[src/rtl/muldiv_seq.sv]
// muldiv_seq: sequencer between the control unit and the external multiply
// and divide units. Latches operands, issues a one-cycle start pulse, waits
// CYCLES clocks, then captures the unit result into the architectural HI/LO
// registers and pulses done.
//
// Optional feature: define MULDIV_DIVZERO_EN to short-circuit a divide by
// zero (no divStart, straight to DONE, sticky divZero flag). Without it the
// divZero output is tied low and a zero divisor runs the normal DIV sequence.
module muldiv_seq #(
  parameter int CYCLES = 32
) (
  input  logic        clk,
  input  logic        reset,
  input  logic        multInit,
  input  logic        divInit,
  input  logic [31:0] value_A,
  input  logic [31:0] value_B,
  input  logic [31:0] mult_hi,
  input  logic [31:0] mult_low,
  input  logic [31:0] div_hi,
  input  logic [31:0] div_low,
  output logic [31:0] opA,
  output logic [31:0] opB,
  output logic        multStart,
  output logic        divStart,
  output logic        busy,
  output logic        done,
  output logic        divZero,
  output logic [31:0] hi,
  output logic [31:0] low
);

  // Counter is one bit wider than needed to reach CYCLES-1 so it never wraps
  // even though it keeps counting on the capture edge.
  localparam int CW = $clog2(CYCLES) + 1;
  localparam logic [CW-1:0] LAST = CW'(CYCLES - 1);

  typedef enum logic [1:0] {
    IDLE = 2'd0,
    MULT = 2'd1,
    DIV  = 2'd2,
    DONE = 2'd3
  } state_t;

  state_t          state_r;
  state_t          state_s;
  logic [CW-1:0]   count_r;
  logic [CW-1:0]   count_s;
  logic [31:0]     opa_s;
  logic [31:0]     opb_s;
  logic [31:0]     hi_s;
  logic [31:0]     low_s;
  logic            multstart_s;
  logic            divstart_s;
  logic            done_s;
  logic            busy_s;
`ifdef MULDIV_DIVZERO_EN
  logic            divzero_r;
  logic            divzero_s;
`endif

  // Next-state and next-output logic; every output is computed here and
  // registered below so nothing combinational reaches a port.
  always_comb begin
    state_s     = state_r;
    count_s     = count_r;
    opa_s       = opA;
    opb_s       = opB;
    hi_s        = hi;
    low_s       = low;
    multstart_s = 1'b0;
    divstart_s  = 1'b0;
    done_s      = 1'b0;
`ifdef MULDIV_DIVZERO_EN
    divzero_s   = divzero_r;
`endif
    case (state_r)
      IDLE: begin
        if (multInit) begin
          // Multiply wins over a simultaneous divide; the divide is dropped.
          state_s     = MULT;
          count_s     = {CW{1'b0}};
          opa_s       = value_A;
          opb_s       = value_B;
          multstart_s = 1'b1;
`ifdef MULDIV_DIVZERO_EN
          divzero_s   = 1'b0;
`endif
        end else if (divInit) begin
          count_s = {CW{1'b0}};
          opa_s   = value_A;
          opb_s   = value_B;
`ifdef MULDIV_DIVZERO_EN
          if (value_B == 32'd0) begin
            // Zero divisor: skip the divide unit, keep HI/LO, flag it.
            state_s   = DONE;
            done_s    = 1'b1;
            divzero_s = 1'b1;
          end else begin
            state_s    = DIV;
            divstart_s = 1'b1;
            divzero_s  = 1'b0;
          end
`else
          state_s    = DIV;
          divstart_s = 1'b1;
`endif
        end else begin
          state_s = IDLE;
        end
      end
      MULT: begin
        count_s = count_r + {{(CW-1){1'b0}}, 1'b1};
        if (count_r == LAST) begin
          hi_s    = mult_hi;
          low_s   = mult_low;
          state_s = DONE;
          done_s  = 1'b1;
        end else begin
          state_s = MULT;
        end
      end
      DIV: begin
        count_s = count_r + {{(CW-1){1'b0}}, 1'b1};
        if (count_r == LAST) begin
          hi_s    = div_hi;
          low_s   = div_low;
          state_s = DONE;
          done_s  = 1'b1;
        end else begin
          state_s = DIV;
        end
      end
      DONE: begin
        // Requests arriving during DONE are deliberately not sampled.
        state_s = IDLE;
      end
      default: begin
        state_s = IDLE;
      end
    endcase
    busy_s = (state_s != IDLE);
  end

  // State, counter and registered outputs; reset aborts any operation
  // without capturing a result.
  always_ff @(posedge clk or negedge reset) begin
    if (!reset) begin
      state_r   <= IDLE;
      count_r   <= {CW{1'b0}};
      opA       <= 32'd0;
      opB       <= 32'd0;
      hi        <= 32'd0;
      low       <= 32'd0;
      multStart <= 1'b0;
      divStart  <= 1'b0;
      busy      <= 1'b0;
      done      <= 1'b0;
    end else begin
      state_r   <= state_s;
      count_r   <= count_s;
      opA       <= opa_s;
      opB       <= opb_s;
      hi        <= hi_s;
      low       <= low_s;
      multStart <= multstart_s;
      divStart  <= divstart_s;
      busy      <= busy_s;
      done      <= done_s;
    end
  end

`ifdef MULDIV_DIVZERO_EN
  // Sticky divide-by-zero flag, cleared by the next accepted request.
  always_ff @(posedge clk or negedge reset) begin
    if (!reset) begin
      divzero_r <= 1'b0;
    end else begin
      divzero_r <= divzero_s;
    end
  end

  assign divZero = divzero_r;
`else
  assign divZero = 1'b0;
`endif

endmodule

[config.mk]
export PLATFORM = sky130hd
export DESIGN_NAME = muldiv_seq
export DESIGN_NICKNAME = d
export VERILOG_FILES = /design/src/rtl/muldiv_seq.sv
export SDC_FILE = /design/constraint.sdc
export NUM_CORES = 1
export LEC_CHECK = 0
export BUFFER_PORTS_ARGS = -buffer_cell sky130_fd_sc_hd__buf_2
export CAP_MARGIN = 20
export CORE_UTILIZATION = 42
export CTS_CLUSTER_SIZE = 14
export DETAILED_ROUTE_END_ITERATION = 16
export PLACE_DENSITY = 0.76
export SKIP_CTS_REPAIR_TIMING = 1
export SLEW_MARGIN = 10
export SYNTH_ARGS = -nofsm -noshare
export SYNTH_HDL_FRONTEND = slang
export SYNTH_SLANG_ARGS = --single-unit
[constraint.sdc]
create_clock -name clk -period 1.7 [get_ports clk]
set_input_delay 0.085 -clock clk [delete_from_list [all_inputs] [get_ports clk]]
set_output_delay 0.085 -clock clk [all_outputs]
set_load 0.1 [all_outputs]
==> results_dict.tcl <==
set metrics [dict create \
    yosysTopAreaCellShare_pct 50.42 \
    dieArea_mm2 0.01706 \
    cts_root_buf "clkbuf_16" \
    holdPathStages 3 \
    portBuffers 327 \
    synth_flop_cell "dfrtp_1" \
    antenna_left 0 \
    netlist_area_mm2 0.006948 \
    rsz0062_at_grt "no" \
    yosysWarnings 0 \
    synth_edf_count 0 \
    synth_area_per_cell_um2 10.72 \
    cap_violations 0 \
    crit_required_ns 2.01 \
    min_path_type "in2reg" \
    grt-ovfl-total 0 \
    start_util_pct 43.42 \
    grt_pass1_vias 6059 \
    syn_inst 648 \
    drt_iter0_drc 347 \
    hpwl_mm 14.64 \
    ir_drop_mv 1.690 \
    htreeDepth 4 \
    area_growth_pct 49.74 \
    startpoint_type "flip-flop" \
    wl_mm 23.57 \
    gp_congestion 0.7870 \
    synth.most_common_cell "dfrtp_1" \
    p_total_mw 19.62 \
    fp.dieW_um 130.6 \
    crit_chain "ha_2, nand3b_2, buf_4, or3_1, o221a_2" \
    timing.slew.headroom_pct 65.95 \
    insertion_delay_ns 0.42 \
    stdcell_count 1267 \
    fill_cells 1268 \
    core_area_mm2 0.01600 \
    fin_skew_ns 0.008242 \
    min_period_ns 1.657 \
    synth_cell_types 36 \
    p_leak_nw 4.988 \
    tns_ns 0 \
    hold_viol 0 \
    tightest_slew_ns 0.5143 \
    cts_buffer_depth 2 \
    clock-sinks 140 \
    die_h_um 130.6 \
    cts_made_buffers 17 \
    yosys-top-cells-area "dfrtp_1, mux2_2, nor2_1" \
    synth_common_cells "dfrtp_1, nor2_1, mux2_2, a31oi_1, or3_1" \
    vias 6916 \
    maxSlewViolCount 0 \
    cp_slowest_stage_delay_ns 0.42 \
    dp.cells 1159 \
    ys_ff_latch 140 \
    nets 1239 \
    rr_worst_depth 5 \
    drc 0 \
    drive_gt1_share_pct 48.33 \
    worstPathMaxFanout 35 \
    clk_pin_slew_ns 0.06 \
    synth-async-reset-ratio_pct 100.0 \
    status "finished, final reports clean" \
    cp-end-kind "flip-flop" \
    routedWlPerCell_um 18.60 \
    critPathSlowestCell "or3_1" \
    tritoncts "yes" \
    firstDrtPassIters 5 \
    fin_crit_sh_pct 97.44 \
    crit_type "reg2reg" \
    cp.arrival_ns 1.96 \
    num_rows 46 \
    via_per_inst 5.459 \
    fmax_mhz 603.7 \
    yosysSeqAreaShare_pct 50.42 \
    grt_max_degree 48 \
    synth_nets 849 \
    synth_top_area_cell "dfrtp_1" \
    ioPinCount 329 \
    grt_usage_pct 24.23 \
    antenna_found_initial 1 \
    grt_pass1_wl_mm 31.28 \
    antennaDiodeCount 0 \
    finalSetupViolations 0 \
    pwr_density_cell_mw_per_mm2 1886 \
]
==> routing by layer <==
layer / GRT usage (%) / vias to the layer above / routed length (µm)
li1: - / 3185 / -
met1: 28.58 / 3321 / 9322
met2: 41.05 / 360 / 11830
met3: 6.596 / 48 / 1810
met4: 11.36 / 2 / 587
met5: 0 / - / 17
==> final timing paths <==
check | start | endpoint | slack [ns]
worst max-delay path | count_r[0] | hi[3] | 0.04
worst min-delay path | div_hi[4] | hi[4] | 0.01
worst max register to register | count_r[0] | hi[3] | 0.04
worst min register to register | opB[20] | opB[20] | 0.50
max in group asynchronous | reset | low[30] | 0.94
min in group asynchronous | reset | opB[5] | 0.17
==> area by class of cell <==
cell class	instances	area [µm²]	share of cell area, %
Multi-Input combinational cell	439	3159	30.37
Timing Repair Buffer	436	2865	27.54
Sequential cell	140	3505	33.69
Inverter	4	15.01	0.1443
Clock inverter	14	160.2	1.539
Tap cell	216	270.3	2.598
Clock buffer	18	429.2	4.125
==> logic make-up (layout without fill, tap and decap cells) <==
family          count (synthesis)  in the layout  synth area share [%]
simple gates                  221            221                 15.43
buf+inv                        69            472                 5.096
other cells                     1              1               0.05397
flops                         140            140                 50.42
fa+ha+maj                       5              5                0.9004
compound gates                148            148                 17.72
mux                            64             64                 10.37
==> critical path: cells and delay by family, from the launching register on <==
family / cells / cell delay, ns
AND/OR/NAND/NOR: 2 / 0.52
AO/OA/AOI/OAI: 1 / 0.14
adder cells (fa/ha/maj): 1 / 0.25
buffers and inverters: 1 / 0.25
flip-flops: 1 / 0.37
==> flip-flops by register name, summed over array words and instances, names as in the netlist, 2 cells and up <==
name	cells
state_r	2
opA	32
low	32
opB	32
count_r	6
hi	32
==> cell usage in the layout, fill, tap and decap left out, types with 3 or more instances in the layout <==
cell	count
nor2b_1	4
nor2_1	125
buf_2	326
buf_12	16
a21oi_1	4
clkinv_4	3
o21ai_0	10
nand3_1	8
o221a_1	26
dfrtp_1	139
clkbuf_16	18
ha_4	3
and3_1	3
o211ai_1	5
a41oi_1	3
clkinvlp_4	3
or3_1	61
nand2_1	4
o221a_2	35
dlygate4sd3_1	73
a31oi_1	61
buf_4	18
mux2_2	64
inv_6	4
==> power by group <==
group | leakage (nW) | internal (mW) | switching, mW
registers | 1.78 | 4.21 | 0.519
logic | 2.93 | 2.69 | 8.50
clock network | 0.280 | 2.19 | 1.52
total | 4.99 | 9.09 | 10.5
==> per-stage QoR <==
stage / setup slack, ns / hold WS [ns] / instance area [µm²] / utilization, %
global placement: 0.04664 / 0.05714 / 9000 / 56.25
floorplan: 0.06428 / -0.2106 / 6948 / -
CTS: -0.03597 / -0.4010 / 9589 / 59.93
detailed placement: -0.03194 / 0.05459 / 9000 / 56.25
finish: 0.04349 / 0.01141 / 10400 / 65.02
global route: 0.004585 / 0.005569 / 10400 / 65.02
No activity file was read; power rests on OpenSTA's default activity.
